**config.mk**
```make
export PLATFORM = sky130hd
export DESIGN_NAME = lcd_placar_writer
export DESIGN_NICKNAME = d
export VERILOG_FILES = /design/src/rtl/lcd_placar_writer.sv
export SDC_FILE = /design/constraint.sdc
export NUM_CORES = 1
export LEC_CHECK = 0
export BUFFER_PORTS_ARGS = -buffer_cell sky130_fd_sc_hd__buf_2
export CAP_MARGIN = 20
export CORE_UTILIZATION = 50
export CTS_CLUSTER_DIAMETER = 40
export CTS_CLUSTER_SIZE = 8
export DETAILED_ROUTE_END_ITERATION = 12
export PLACE_DENSITY = 0.76
export SLEW_MARGIN = 5
export SYNTH_ARGS = -nofsm -noshare
export SYNTH_HDL_FRONTEND = slang
export SYNTH_SLANG_ARGS = --single-unit
```
**constraint.sdc**
```tcl
create_clock -name clk_in -period 3 [get_ports clk_in]
set_clock_uncertainty 0.1 [all_clocks]
set_input_delay 0.15 -clock clk_in [delete_from_list [all_inputs] [get_ports clk_in]]
set_output_delay 0.15 -clock clk_in [all_outputs]
set_load 0.02 [all_outputs]
```
**src/rtl/lcd_placar_writer.sv**
```systemverilog
// HD44780 8-bit write-only driver for the Pong score string: runs the power-up
// init, then writes the 4-character score to line 1, columns 0-3, on every strobe edge.
module lcd_placar_writer #(
  parameter int T_PWRUP = 750000,
  parameter int T_SETUP = 2,
  parameter int T_EN    = 25,
  parameter int T_CMD   = 2000,
  parameter int T_CLEAR = 82000
) (
  input  logic        clk_in,
  input  logic        i_rst,
  input  logic [31:0] placar_in,
  input  logic        placar_valid,
  output logic [7:0]  lcd_data,
  output logic        lcd_rs,
  output logic        lcd_rw,
  output logic        lcd_en,
  output logic        busy,
  output logic        ready
);

  localparam int T_MAX_A = (T_PWRUP > T_CLEAR) ? T_PWRUP : T_CLEAR;
  localparam int T_MAX_B = (T_CMD > T_EN) ? T_CMD : T_EN;
  localparam int T_MAX   = (T_MAX_A > T_MAX_B) ? T_MAX_A : T_MAX_B;
  localparam int CW      = $clog2(T_MAX + 1);

  localparam logic [CW-1:0] PWRUP_LAST = CW'(T_PWRUP - 1);
  localparam logic [CW-1:0] SETUP_LAST = CW'(T_SETUP - 1);
  localparam logic [CW-1:0] EN_LAST    = CW'(T_EN - 1);
  localparam logic [CW-1:0] CMD_LAST   = CW'(T_CMD - 1);
  localparam logic [CW-1:0] CLEAR_LAST = CW'(T_CLEAR - 1);

  typedef enum logic [2:0] {S_PWRUP, S_INIT, S_IDLE, S_ADDR, S_CHAR} top_state_t;
  typedef enum logic [1:0] {W_IDLE, W_SETUP, W_PULSE, W_HOLD} wr_state_t;

  top_state_t    state;
  wr_state_t     wstate;
  logic [CW-1:0] cnt;
  logic [1:0]    idx;
  logic [31:0]   str_q;
  logic [31:0]   pend_q;
  logic          pending;
  logic          valid_q;

  logic          edge_det;
  logic          byte_done;
  logic          last_done;
  logic          load_byte;
  logic [7:0]    nxt_data;
  logic          nxt_rs;
  logic [CW-1:0] hold_last;

  function automatic logic [7:0] init_cmd(input logic [1:0] i);
    case (i)
      2'd0:    return 8'h38;
      2'd1:    return 8'h0C;
      2'd2:    return 8'h06;
      default: return 8'h01;
    endcase
  endfunction

  // Byte 3 is the leftmost character; NUL renders as a space.
  function automatic logic [7:0] char_byte(input logic [31:0] s, input logic [1:0] i);
    logic [7:0] b;
    case (i)
      2'd0:    b = s[31:24];
      2'd1:    b = s[23:16];
      2'd2:    b = s[15:8];
      default: b = s[7:0];
    endcase
    return (b == 8'h00) ? 8'h20 : b;
  endfunction

  assign lcd_rw    = 1'b0;
  assign edge_det  = placar_valid & ~valid_q;
  assign hold_last = (!lcd_rs && lcd_data == 8'h01) ? CLEAR_LAST : CMD_LAST;
  assign byte_done = (wstate == W_HOLD) && (cnt == hold_last);
  assign last_done = byte_done && (idx == 2'd3) && (state == S_INIT || state == S_CHAR);

  // NOTE: every output of always_comb gets a default first, otherwise paths
  // that skip an assignment infer a latch.
  always_comb begin
    load_byte = 1'b0;
    nxt_data  = 8'h00;
    nxt_rs    = 1'b0;
    case (state)
      S_PWRUP: begin
        load_byte = (cnt == PWRUP_LAST);
        nxt_data  = init_cmd(2'd0);
      end
      S_INIT: begin
        load_byte = byte_done && (idx != 2'd3);
        nxt_data  = init_cmd(idx + 2'd1);
      end
      S_IDLE: begin
        load_byte = edge_det | pending;
        nxt_data  = 8'h80;
      end
      S_ADDR: begin
        load_byte = byte_done;
        nxt_data  = char_byte(str_q, 2'd0);
        nxt_rs    = 1'b1;
      end
      S_CHAR: begin
        load_byte = byte_done && (idx != 2'd3);
        nxt_data  = char_byte(str_q, idx + 2'd1);
        nxt_rs    = 1'b1;
      end
      default: ;
    endcase
  end

  // NOTE: state is updated with non-blocking assignments only; later
  // assignments in this block deliberately override earlier ones (byte load
  // and end-of-sequence win over the byte counter).
  always_ff @(posedge clk_in) begin
    if (i_rst) begin
      state    <= S_PWRUP;
      wstate   <= W_IDLE;
      cnt      <= '0;
      idx      <= '0;
      str_q    <= '0;
      pend_q   <= '0;
      pending  <= 1'b0;
      valid_q  <= 1'b0;
      lcd_data <= 8'h00;
      lcd_rs   <= 1'b0;
      lcd_en   <= 1'b0;
      busy     <= 1'b1;
      ready    <= 1'b0;
    end else begin
      valid_q <= placar_valid;
      if (edge_det && state != S_IDLE) begin
        pending <= 1'b1;
        pend_q  <= placar_in;
      end

      case (wstate)
        W_SETUP:
          if (cnt == SETUP_LAST) begin
            wstate <= W_PULSE;
            cnt    <= '0;
            lcd_en <= 1'b1;
          end else begin
            cnt <= cnt + 1'b1;
          end
        W_PULSE:
          if (cnt == EN_LAST) begin
            wstate <= W_HOLD;
            cnt    <= '0;
            lcd_en <= 1'b0;
          end else begin
            cnt <= cnt + 1'b1;
          end
        W_HOLD:
          if (!byte_done) cnt <= cnt + 1'b1;
        default: ;
      endcase

      case (state)
        S_PWRUP:
          if (load_byte) begin
            state <= S_INIT;
            idx   <= 2'd0;
          end else begin
            cnt <= cnt + 1'b1;
          end
        S_INIT:
          if (byte_done) begin
            if (idx == 2'd3) begin
              state <= S_IDLE;
              ready <= 1'b1;
            end else begin
              idx <= idx + 2'd1;
            end
          end
        S_IDLE:
          if (load_byte) begin
            str_q   <= edge_det ? placar_in : pend_q;
            pending <= 1'b0;
            busy    <= 1'b1;
            state   <= S_ADDR;
          end
        S_ADDR:
          if (byte_done) begin
            state <= S_CHAR;
            idx   <= 2'd0;
          end
        S_CHAR:
          if (byte_done) begin
            if (idx == 2'd3) state <= S_IDLE;
            else             idx   <= idx + 2'd1;
          end
        default: state <= S_PWRUP;
      endcase

      if (load_byte) begin
        lcd_data <= nxt_data;
        lcd_rs   <= nxt_rs;
        wstate   <= W_SETUP;
        cnt      <= '0;
      end
      // A queued update keeps busy high straight into the next transaction.
      if (last_done) begin
        wstate <= W_IDLE;
        cnt    <= '0;
        busy   <= pending | edge_det;
      end
    end
  end

endmodule

```
==> metrics.txt <==
# TYPE chip_impl_metric gauge
chip_impl_metric{name="number_of_storage_elements_in_the_synthesis_netlist",unit=""} 105
chip_impl_metric{name="cp_slowest_stage_delay",unit="ns"} 0.61
chip_impl_metric{name="synth_enable_flop_cells",unit=""} 0
chip_impl_metric{name="grt_pass1_vias",unit=""} 4568
chip_impl_metric{name="routabilityCongestion",unit=""} 0.8657
chip_impl_metric{name="finalMaxSlewViolations",unit=""} 0
chip_impl_metric{name="drv.max_cap_violation_count",unit=""} 0
chip_impl_info{name="layout.cells.most_common_list",value="105 x sky130_fd_sc_hd__dfxtp_1, 85 x sky130_fd_sc_hd__nand2_1, 65 x sky130_fd_sc_hd__nor2_1"} 1
chip_impl_metric{name="worst-slew-pin-transition",unit="ns"} 1.035
chip_impl_metric{name="syn_to_final_growth",unit="%"} 17.47
chip_impl_info{name="hold_class",value="reg -> reg"} 1
chip_impl_info{name="cp-end-kind",value="register"} 1
chip_impl_metric{name="worstPathArrival",unit="ns"} 3.10
chip_impl_metric{name="clock_path_buffers",unit=""} 2
chip_impl_metric{name="worst_hold_path.num_cells",unit=""} 2
chip_impl_metric{name="yosysWarningCount",unit=""} 0
chip_impl_metric{name="power.density_cell_area",unit="nW/um2"} 531.1
chip_impl_metric{name="timing.final.hold_violations",unit=""} 0
chip_impl_info{name="final_common_cell",value="sky130_fd_sc_hd__dfxtp_1"} 1
chip_impl_metric{name="clk_transition_reported_paths",unit="ns"} 0.10
chip_impl_metric{name="seq_area_frac_synth",unit="%"} 39.61
chip_impl_metric{name="final_layout_size_suffix_gt1_share",unit="%"} 13.43
chip_impl_info{name="cp_cell_sequence",value="or4bb_1 -> or4_1 -> a2111o_1 -> and2_2 -> a221oi_2"} 1
chip_impl_info{name="critical_path.reg2reg.startpoint",value="cnt[14]"} 1
chip_impl_metric{name="cell_area_placed",unit="um2"} 5645
chip_impl_metric{name="drt_iter0_markers",unit=""} 352
chip_impl_info{name="combinational_family_with_the_most_area_after_synthesis",value="simple AND/OR/NAND/NOR gates"} 1
chip_impl_metric{name="num_antenna_cells",unit=""} 0
chip_impl_metric{name="synth-adder-area-share",unit="%"} 2.594
chip_impl_metric{name="route.vias.total",unit=""} 4884
chip_impl_metric{name="cp.required",unit="ns"} 3.20
chip_impl_metric{name="area_fraction_in_compound_gates_after_synthesis",unit="%"} 19.15
chip_impl_metric{name="setup_viol",unit=""} 0
chip_impl_metric{name="grt_pass1_wl",unit="mm"} 21.89
chip_impl_metric{name="floorplan.initialDensity",unit="%"} 51.40
chip_impl_metric{name="grt_remaining_overflow",unit=""} 0
chip_impl_info{name="cts_tree",value="done"} 1
chip_impl_info{name="timing.critical_path.slowest_stage_cell",value="sky130_fd_sc_hd__a2111o_1"} 1
chip_impl_metric{name="placement_rows",unit=""} 37
chip_impl_metric{name="vdd_ir_drop_max",unit="mV"} 0.3251
chip_impl_info{name="run_status",value="finished clean"} 1
chip_impl_metric{name="place.port_buffers",unit=""} 46
chip_impl_metric{name="r2r.worst_path.cells",unit=""} 5
chip_impl_metric{name="leakagePower",unit="nW"} 2.283
chip_impl_metric{name="synthDistinctLibCells",unit=""} 66
chip_impl_metric{name="fp.dieArea",unit="um2"} 11030
chip_impl_metric{name="hpwlAfterDp",unit="mm"} 9.217
chip_impl_metric{name="totalPowerFinal",unit="mW"} 3.311
chip_impl_metric{name="synth-simple-area-share",unit="%"} 23.11
chip_impl_metric{name="synth_nets",unit=""} 684
chip_impl_metric{name="drt_pre_antenna_iters",unit=""} 8
chip_impl_metric{name="worst-path-max-fanout",unit=""} 11
chip_impl_metric{name="die-height",unit="um"} 105.0
chip_impl_metric{name="layout.nets",unit=""} 741
chip_impl_metric{name="final.setup.tns",unit="ns"} 0
chip_impl_metric{name="cts-htree-levels",unit=""} 3
chip_impl_metric{name="clock-sinks",unit=""} 105
chip_impl_metric{name="groute.usage.overall",unit="%"} 24.64
chip_impl_info{name="cts_root_buf",value="sky130_fd_sc_hd__clkbuf_8"} 1
chip_impl_metric{name="r2r_setup_slack",unit="ns"} 0.09
chip_impl_info{name="regToRegEndpoint",value="lcd_data[5]"} 1
chip_impl_metric{name="synthesis.instances",unit=""} 638
chip_impl_metric{name="post_drt_via_cell_ratio",unit=""} 5.842
chip_impl_info{name="setup.worst_path.class",value="reg -> reg"} 1
chip_impl_metric{name="dpl.cell_count",unit=""} 786
chip_impl_metric{name="final_cell_area",unit="um2"} 6233
chip_impl_metric{name="layout_worst_path_cycle_share",unit="%"} 96.89
chip_impl_metric{name="layout.core_utilization",unit="%"} 60.38
chip_impl_metric{name="instances_no_fill",unit=""} 836
chip_impl_info{name="grt_setup_unrepaired",value="false"} 1
chip_impl_metric{name="post-route-min-period",unit="ns"} 2.907
chip_impl_metric{name="ios",unit=""} 48
chip_impl_metric{name="asyncSetResetFlopFracSynth",unit="%"} 0
chip_impl_metric{name="cts_buffers",unit=""} 9
chip_impl_metric{name="synth_xor_xnor_area_share",unit="%"} 2.641
chip_impl_metric{name="grt_start_max_net_pins",unit=""} 58
chip_impl_metric{name="routed_wirelength",unit="mm"} 13.16
chip_impl_info{name="worstSetupStartpointType",value="register"} 1
chip_impl_metric{name="post_synth_mux_area_share",unit="%"} 7.758
chip_impl_info{name="worst_hold_startpoint",value="pend_q[28]"} 1
chip_impl_metric{name="max_freq",unit="MHz"} 344.0
chip_impl_metric{name="slew_headroom",unit="%"} 30.90
chip_impl_metric{name="synth.avg_cell_area",unit="um2"} 8.317
chip_impl_metric{name="clkLatencyLatePin",unit="ns"} 0.38
chip_impl_metric{name="synth.cell_area",unit="um2"} 5306
chip_impl_metric{name="grt_antenna_before_repair",unit=""} 0
chip_impl_metric{name="core_region_area",unit="um2"} 10320
chip_impl_metric{name="remaining_drc_errors",unit=""} 0
chip_impl_info{name="ys.flop_type",value="sky130_fd_sc_hd__dfxtp_1"} 1
chip_impl_metric{name="routed_wire_length_per_instance",unit="um"} 15.74
chip_impl_info{name="min_to",value="pend_q[28]"} 1
chip_impl_metric{name="drt.antenna.violating_nets",unit=""} 0
chip_impl_metric{name="postCtsSetupRepairBufs",unit=""} 0
chip_impl_metric{name="die_width",unit="um"} 105.0
[worst max-delay path by stage]
stage | from | to | cells past startpoint
after floorplan | lcd_data[0] | idx[0] | 7
after global placement | lcd_data[5] | lcd_data[5] | 5
after detailed placement | lcd_data[5] | lcd_data[5] | 5
after CTS | lcd_data[5] | lcd_data[5] | 5
after global routing | lcd_data[5] | lcd_data[5] | 5
final | cnt[14] | lcd_data[5] | 5
[Yosys cell counts (9+ instances only)]
cell type                    n  area share (%)
sky130_fd_sc_hd__dfxtp_1   105              40
sky130_fd_sc_hd__nand2_1    85             6.0
sky130_fd_sc_hd__nor2_1     65             4.6
sky130_fd_sc_hd__a21oi_1    48             4.5
sky130_fd_sc_hd__mux2i_1    40             7.5
sky130_fd_sc_hd__clkbuf_1   37             2.6
sky130_fd_sc_hd__a211oi_1   34             4.8
sky130_fd_sc_hd__inv_1      17             1.2
sky130_fd_sc_hd__nor3_1     17             1.6
sky130_fd_sc_hd__xnor2_1    14             2.3
sky130_fd_sc_hd__nor4_1     13             1.5
sky130_fd_sc_hd__ha_1       11             2.6
sky130_fd_sc_hd__nand2b_1   10             1.2
sky130_fd_sc_hd__nand3_1    10            0.94
sky130_fd_sc_hd__nand4_1    10             1.2
sky130_fd_sc_hd__o31ai_1     9             1.3
[worst max-delay path, delay by kind of cell, from the launching register on]
kind            cells  cell delay, ns
compound gates      2            0.91
simple gates        3            1.43
flops               1            0.39
[cells by family after synthesis]
logic type                 Yosys count
AOI/OAI and AO/OA                  145
xor gates and xnor gates            16
adders and majority gates           11
buffers and inverters               67
DFF                                105
muxes                               41
other                                1
and+or+nand+nor                    252
[registers in the layout, indices dropped and copies added, names as in the netlist]
register and cells:
pend_q 32, str_q 32, cnt 20, lcd_data 8, state 3, idx 2
wstate 2, busy 1, lcd_en 1, lcd_rs 1, pending 1, ready 1
valid_q 1
[report_power, final]
group          total (mW)  leakage (nW)  switching (mW)  internal [mW]
logic               0.649          1.30           0.369          0.280
clock network        1.07         0.123           0.504          0.566
registers            1.59         0.854          0.0909           1.50
total                3.31          2.28           0.963           2.35
[stage by stage]
stage,setup WS (ns),hold WS (ns)
final,0.09316,0.3591
after global routing,0.007759,0.3801
after CTS,0.05073,0.3606
after detailed placement,0.1222,0.3040
after global placement,0.1740,0.2835
after floorplan,0.2113,0.1782
[per-layer routing]
metal	up-vias	wire length (um)	part of all wire, %	track usage (%)
met5	-	0	0	0
met1	2283	5947	45	31.88
met2	159	6367	48	41.39
met3	23	670	5.1	5.178
li1	2419	-	-	-
met4	0	174	1.3	6.841
[final cells by class]
type	instances	area (um2)
fill	861	4090
multi-input combinational	466	2948
inverter	17	63.81
clock inverter	6	118.9
sequential	105	2102
tap	136	170.2
clock buffer	10	127.6
timing repair buffer	96	703.2
[timing repair]
action                                  CTS  global route
hold buffers                             34             0
hold endpoints to repair                 34             0
endpoints found under the setup margin    0             4
gates resized for setup                   0             1
Power figures use the tool's default switching activity.
